==> src/rtl/kgprisc_run_monitor.sv <==
// kgprisc_run_monitor: run controller and result monitor for the KGPRISC core.
// Holds the core in reset for RESET_HOLD cycles after start, then counts RUN
// cycles until halt (DONE) or until the MAX_CYCLES budget is used up (TIMEOUT).
// NUM_CH result channels are latched when the run ends.
// Optional feature macro: RUN_MON_CHECK_EN adds the expected input and the
// pass/fail outputs, which compare the latched result against expected.
module kgprisc_run_monitor #(
    parameter int DATA_W     = 32,
    parameter int NUM_CH     = 1,
    parameter int CYCLE_W    = 16,
    parameter int MAX_CYCLES = 150,
    parameter int RESET_HOLD = 10
) (
    input  logic                     clk,
    input  logic                     reset,
    input  logic                     start,
    input  logic                     abort,
    input  logic                     halt,
    input  logic [NUM_CH*DATA_W-1:0] result_in,
`ifdef RUN_MON_CHECK_EN
    input  logic [NUM_CH*DATA_W-1:0] expected,
    output logic                     pass,
    output logic                     fail,
`endif
    output logic                     cpu_reset,
    output logic                     busy,
    output logic                     done,
    output logic                     timeout,
    output logic [NUM_CH*DATA_W-1:0] result_out,
    output logic [CYCLE_W-1:0]       cycles
);

    localparam int RES_W  = NUM_CH * DATA_W;
    localparam int HOLD_W = $clog2(RESET_HOLD + 1);

    // Last HOLD count before entering RUN, and last RUN count before timeout.
    localparam logic [HOLD_W-1:0]  HOLD_LAST = HOLD_W'(RESET_HOLD - 1);
    localparam logic [CYCLE_W-1:0] RUN_LAST  = CYCLE_W'(MAX_CYCLES - 1);

    // Reject parameter sets that cannot work before anything is built.
    generate
        if (NUM_CH < 1) begin : g_bad_num_ch
            $error("kgprisc_run_monitor: NUM_CH must be >= 1");
        end
        if (RESET_HOLD < 1) begin : g_bad_hold
            $error("kgprisc_run_monitor: RESET_HOLD must be >= 1");
        end
        if (MAX_CYCLES < 1 || (MAX_CYCLES >> CYCLE_W) != 0) begin : g_bad_max
            $error("kgprisc_run_monitor: MAX_CYCLES must be in 1 .. 2^CYCLE_W-1");
        end
    endgenerate

    typedef enum logic [2:0] {
        ST_IDLE    = 3'd0,
        ST_HOLD    = 3'd1,
        ST_RUN     = 3'd2,
        ST_DONE    = 3'd3,
        ST_TIMEOUT = 3'd4
    } state_t;

    state_t             state_q, state_d;
    logic [HOLD_W-1:0]  hold_cnt_q, hold_cnt_d;
    logic [CYCLE_W-1:0] cycles_q, cycles_d;
    logic               done_q, done_d;
    logic               timeout_q, timeout_d;
    logic [RES_W-1:0]   result_q, result_d;
    logic               latch_en;
    logic               pass_q, pass_d;
    logic               fail_q, fail_d;
    logic               match;

`ifdef RUN_MON_CHECK_EN
    assign match = (result_in == expected);
`else
    assign match = 1'b0;
`endif

    // Next-state logic: sequencing of hold, run, end-of-run flags and checks.
    always_comb begin
        state_d    = state_q;
        hold_cnt_d = hold_cnt_q;
        cycles_d   = cycles_q;
        done_d     = done_q;
        timeout_d  = timeout_q;
        pass_d     = pass_q;
        fail_d     = fail_q;
        latch_en   = 1'b0;
        case (state_q)
            ST_IDLE, ST_DONE, ST_TIMEOUT: begin
                if (start) begin
                    state_d    = ST_HOLD;
                    hold_cnt_d = '0;
                    cycles_d   = '0;
                    done_d     = 1'b0;
                    timeout_d  = 1'b0;
                    pass_d     = 1'b0;
                    fail_d     = 1'b0;
                end
            end
            ST_HOLD: begin
                if (abort) begin
                    state_d = ST_IDLE;
                end else begin
                    hold_cnt_d = hold_cnt_q + HOLD_W'(1);
                    if (hold_cnt_q == HOLD_LAST) begin
                        state_d = ST_RUN;
                    end
                end
            end
            ST_RUN: begin
                // Every RUN edge counts, including the one that ends the run.
                cycles_d = cycles_q + CYCLE_W'(1);
                if (abort) begin
                    state_d = ST_IDLE;
                end else if (halt) begin
                    state_d  = ST_DONE;
                    done_d   = 1'b1;
                    latch_en = 1'b1;
                    pass_d   = match;
                    fail_d   = !match;
                end else if (cycles_q == RUN_LAST) begin
                    state_d   = ST_TIMEOUT;
                    timeout_d = 1'b1;
                    latch_en  = 1'b1;
                    pass_d    = 1'b0;
                    fail_d    = 1'b1;
                end
            end
            default: begin
                state_d = ST_IDLE;
            end
        endcase
    end

    // Per-channel result capture, loaded only on the run-ending edge.
    generate
        for (genvar gi = 0; gi < NUM_CH; gi++) begin : g_ch
            assign result_d[gi*DATA_W +: DATA_W] = latch_en ? result_in[gi*DATA_W +: DATA_W]
                                                            : result_q[gi*DATA_W +: DATA_W];
        end
    endgenerate

    // State and datapath registers with asynchronous reset.
    always_ff @(posedge clk or posedge reset) begin
        if (reset) begin
            state_q    <= ST_IDLE;
            hold_cnt_q <= '0;
            cycles_q   <= '0;
            done_q     <= 1'b0;
            timeout_q  <= 1'b0;
            result_q   <= '0;
            pass_q     <= 1'b0;
            fail_q     <= 1'b0;
        end else begin
            state_q    <= state_d;
            hold_cnt_q <= hold_cnt_d;
            cycles_q   <= cycles_d;
            done_q     <= done_d;
            timeout_q  <= timeout_d;
            result_q   <= result_d;
            pass_q     <= pass_d;
            fail_q     <= fail_d;
        end
    end

    assign cpu_reset  = (state_q != ST_RUN);
    assign busy       = (state_q == ST_HOLD) || (state_q == ST_RUN);
    assign done       = done_q;
    assign timeout    = timeout_q;
    assign result_out = result_q;
    assign cycles     = cycles_q;
`ifdef RUN_MON_CHECK_EN
    assign pass = pass_q;
    assign fail = fail_q;
`endif

endmodule

==> config.mk <==
export PLATFORM = sky130hd
export DESIGN_NAME = kgprisc_run_monitor
export DESIGN_NICKNAME = d
export VERILOG_FILES = /design/src/rtl/kgprisc_run_monitor.sv
export SDC_FILE = /design/constraint.sdc
export NUM_CORES = 1
export LEC_CHECK = 0
export ABC_AREA = 1
export BUFFER_PORTS_ARGS = -buffer_cell sky130_fd_sc_hd__buf_2
export CAP_MARGIN = 20
export CORE_MARGIN = 2
export CORE_UTILIZATION = 45
export CTS_BUF_LIST = sky130_fd_sc_hd__clkbuf_2
export DETAILED_ROUTE_END_ITERATION = 7
export PLACE_DENSITY = 0.75
export SYNTH_ARGS = -nofsm -noshare
export SYNTH_HDL_FRONTEND = slang
export SYNTH_SLANG_ARGS = --single-unit
==> constraint.sdc <==
create_clock -name clk -period 2.1 [get_ports clk]
set_input_delay 0.42 -clock clk [delete_from_list [all_inputs] [get_ports clk]]
set_output_delay 0.42 -clock clk [all_outputs]
set_load 0.1 [all_outputs]
Word-level counts from Yosys, hierarchy flattened
Cells that the tools add are included.

operators by class
  $lt $le $gt $ge = 0
  reduce and logical (&&, ||, !) cells = 10
  $mul = 0
  $add $sub $neg = 2
  bitwise logic cells = 0
  shift-type cells = 0
  divide/modulo/power cells = 0
  eq/ne operators = 15
  multiplexer cells = 24

operators by type and width
  operator                                                           count
  16-bit one-hot mux with 2 select lines                             1
  3-bit two-way mux                                                  6
  16-bit by 1-bit adder with 16-bit output (second input constant)   1
  16-bit by 8-bit == test with 1-bit output (second input constant)  1
  16-bit two-way mux                                                 1
  2-bit != test (second input constant)                              6
  1-bit two-way mux                                                  10
  3-bit one-hot mux with 3 select lines                              1
  4-bit two-way mux                                                  2
  4-bit one-hot mux with 2 select lines                              1
  3-bit by 2-bit == test with 1-bit output (second input constant)   2
  3-bit AND reduction                                                2
  5-bit AND reduction                                                1
  4-bit by 1-bit adder with 4-bit output (second input constant)     1
  4-bit == test (second input constant)                              1
  4-bit != test (second input constant)                              1
  1-bit one-hot mux with 2 select lines                              2
  4-bit AND reduction                                                1
  2-bit nonzero test                                                 2
  3-bit by 1-bit == test with 1-bit output (second input constant)   1
  3-bit == test (second input constant)                              1
  3-bit logical NOT                                                  1
  3-bit by 2-bit != test with 1-bit output (second input constant)   1
  3-bit != test (second input constant)                              1
  3 further kinds                                                    3

storage, ports and cells
  bits in registers = 57
  word-level logic and storage cells = 57
  output and inout port bits = 52
  input port bits = 37
  ROM bits = 0
  memories = 0
  latch bits = 0
  RAM bits = 0

Logic depth before layout (Yosys ltp)
  word-level depth = 5
  mapped depth = 10
  mapped depth without buffers = 9

Least setup slack after synthesis
Ideal clock, no wire load.

  path kind = reg2reg
  start point = reg cycles_q[0] (netlist: cycles[0])
  end point = reg cycles_q[10] (netlist: cycles[10])
  buffers on the path = 0
  required time = 1.978 ns
  setup time = 0.122 ns
  slack = -0.024 ns
  stages on the path, launching flop included = 9
  data arrival time = 2.003 ns
  path through = dfrtp_1 ha_1 nand2_1 nor2_1 nand2_1 nor2_4 nand3_1 nand2_1 nand2_1

on the way
  cells in the longest elaborated chain, start to end = 2

RTL lines
  item                                      RTL line  RTL
  start: declaration                        63        logic [CYCLE_W-1:0] cycles_q, cycles_d;
  start signal: assignment                  157       cycles_q <= cycles_d;
  16-bit by 1-bit adder with 16-bit output  112       cycles_d = cycles_q + CYCLE_W'(1);
  16-bit one-hot mux with 2 select lines    88        case (state_q)

No other way between the ends.
A chain may end at the register's enable or synchronous reset.

Worst setup path in the final report
  start point = reg state_q[2]
  end point = out busy

on the way
  cells in the longest elaborated chain, start to end = 2
  elaborated cells on any way between the ends = 3
  classes of those cells = eq/ne (2); reduce/logical (1)

RTL lines
  item                                                                                                  RTL line  RTL
  start: declaration                                                                                    61        state_t state_q, state_d;
  start signal: assignment                                                                              155       state_q <= state_d;
  3-bit by 1-bit == test with 1-bit output or 3-bit by 2-bit == test with 1-bit output (tied branches)  167       assign busy = (state_q == ST_HOLD) || (state_q == ST_RUN);
  1-bit logical OR *                                                                                    167
  end: declaration                                                                                      26        output logic busy,

Mark *: on every way between the ends. The rest lies on a longest branch, timed or not.

==> results_dict.tcl <==
set metrics [dict create \
    grtUsageTotal_pct 21.5 \
    r2r_cells 9 \
    via_count 2736 \
    worstHoldStart "result_in[3]" \
    die_y_um 83.6 \
    cts_made_buffers 9 \
    timing.slew.headroom_pct 64.6 \
    pre_cts_ws_ps 323 \
    worstHoldPathType "input port to flop" \
    fin_skew_ps 37.2 \
    drtAntennaViolNets 0 \
    start_kind "flop" \
    drive_above_1_share_pct 28.7 \
    hold_viol_final 0 \
    maxSlewViolCount 0 \
    r2r-end "result_out[7]" \
    ys.warnings.count 0 \
    clockRootBuffer "clkbuf_2" \
    drv_cap 0 \
    p_total_mw 6.38 \
    power_leakage_nw 1.99 \
    timing.rr.start "cycles[1]" \
    gp_congestion 0.928 \
    critPathRequiredTime_ps 1680 \
    grt_max_degree 33 \
    overflow 0 \
    crit_chain "inv_1, nand3_2, nand2_1, buf_8" \
    cp_num_buf_inv 2 \
    synthSimpleGateAreaFrac_pct 35.1 \
    ff2ff_setup_slack_ps 270 \
    num_io_pins 89 \
    fin_ws_ps 139 \
    rsz0062_at_grt "no" \
    holdWs_ps 140 \
    synth-compound-area-share_pct 5.27 \
    drt-total-wl_um 7160 \
    drt_iter0_drc 147 \
    crit_arrival_ps 1540 \
    cts_buffer_depth 2 \
    crit_slowest_cell "dfrtp_1" \
    cp_slowest_stage_delay_ps 450 \
    wl_per_cell_um 13.5 \
    yosys.area_share.adder_pct 1.76 \
    antenna_cells 0 \
    layout.nets 493 \
    grt_pass1_vias 2653 \
    synth_fp_nets 397 \
    critPathTopFamily "flip-flops" \
    holdPathStages 3 \
    clock_latency_ps 490 \
    synth_area_per_cell_um2 8.01 \
    cts_tree "yes" \
    synth_top_area_share_pct 50.0 \
    synth_top_family_by_area "simple AND/OR/NAND/NOR gates" \
    crit_path_end_kind "primary output" \
    worstSetupPathType "flop to primary output" \
    via_per_inst 5.15 \
    die_w_um 83.6 \
    critPathMaxFanout 4 \
    synth_area_leader_cell "dfrtp_1" \
    period_minus_slack_ps 1960 \
    seq_area_frac_synth_pct 50.0 \
    status "completed" \
    clk_pin_slew_ps 190 \
    fin_setup_tns_ps 0 \
    rows 28 \
    netlist_instances 356 \
    netlist_area_um2 2850 \
    dp_hpwl_um 5180 \
    fin_crit_sh_pct 93.4 \
    first_pass_iters 4 \
    portBuffers 88 \
    tightest_slew_ps 531 \
    stdcell_area_um2 3580 \
    cts.sinks 57 \
    final_util_pct 59.3 \
    core-area_um2 6030 \
    ys_ff_latch 57 \
    initial_core_util_pct 47.3 \
    place_area_um2 3340 \
    grt_pass1_wl_um 12100 \
    dieArea_um2 6990 \
    htreeDepth 3 \
    antenna_found_initial 0 \
    fmax_ghz 0.510 \
    yosysUniqueCellTypes 29 \
    hold_path_end "result_out[3]" \
    powerDensity_nw_per_um2 1780 \
    synthTopCellsByArea "dfrtp_1 50%, nand2_1 16%, nand3_1 9.0%" \
    vdd_drop_max_v 0.00163 \
    synth_xor_area_share_pct 0 \
    post-place-cells 512 \
    muxShareOfSynthArea_pct 0 \
    area_delta_synth_final_pct 25.5 \
    final_cells 531 \
    setup_viol 0 \
    drc 0 \
]
==> report_power, final <==
part	switching (mW)	internal [mW]
logic	3.09	0.572
registers	0.231	1.44
clock network	0.421	0.623
==> cells in the mapped netlist (all sizes together) <==
master  count
a21boi      1
a21oi       9
a31oi       2
and2        1
buf        13
dfrtp      57
ha          4
inv        32
nand2     126
nand3      53
nand3b      1
nand4       8
nor2       33
nor3        1
o21a        1
o21ai      11
o22ai       1
o31ai       1
o32ai       1
==> flip-flops by register name (all words and copies together), names as in the netlist <==
signal      flops
state_q         3
cycles         16
done            1
hold_cnt_q      4
timeout         1
result_out     32
==> layer usage <==
layer / share of wire, % / track usage (%) / up-vias / wire, um
li1: - / - / 1345 / -
met1: 44 / 27.7 / 1301 / 3120
met5: 0 / 0 / - / 0
met3: 6.2 / 5.24 / 10 / 442
met2: 49 / 35.3 / 80 / 3500
met4: 1.4 / 7.77 / 0 / 102
==> layout by cell type, fill, tap and decap left out, drive strengths merged <==
cell / count
nand2: 126
buf: 97
dfrtp: 57
nand3: 53
nor2: 33
inv: 32
o21ai: 11
a21oi: 9
clkbuf: 9
nand4: 8
ha: 4
bufinv: 4
a31oi: 2
nor3: 1
nand3b: 1
o21a: 1
o22ai: 1
o32ai: 1
and2: 1
o31ai: 1
a21boi: 1
clkinvlp: 1
clkinv: 1
dlygate4sd3: 1
==> worst max-delay path by stage <==
stage / start / end / slack [ps] / depth (start not counted)
finish: state_q[2] / busy / 140 / 4
floorplan: cycles[3] / cycles[15] / 120 / 7
CTS: state_q[2] / busy / 60 / 4
global route: state_q[2] / busy / 20 / 4
global placement: state_q[2] / busy / 330 / 4
detailed placement: cycles[1] / result_out[28] / 320 / 9
==> kinds of logic (layout without fill, tap and decap cells) <==
| logic type | Yosys count | in the layout |
|---|---|---|
| adder cells (fa/ha/maj) | 4 | 4 |
| AO/OA/AOI/OAI | 27 | 27 |
| buffers and inverters | 45 | 145 |
| flip-flops | 57 | 57 |
| AND/OR/NAND/NOR | 223 | 223 |
==> timing repair <==
item | in CTS | in global routing
hold endpoints to repair | 21 | 0
setup buffers | 0 | 3
hold buffers | 1 | 0
resized for setup | 4 | 2
endpoints found under the setup margin | 2 | 1
pin swaps | 0 | 1
==> final cells by class <==
cell class | instances | area, um2
Inverter | 32 | 120
Clock inverter | 6 | 131
Timing Repair Buffer | 98 | 543
Clock buffer | 9 | 45.0
Sequential cell | 57 | 1430
Tap cell | 75 | 93.8
Fill cell | 544 | 2450
Multi-Input combinational cell | 254 | 1210
==> tightest hold or removal path: stages <==
cell	delay, ps
buf_2	70
nand3_1	60
nand2_1	60
No activity file was read; power rests on OpenSTA's default activity.
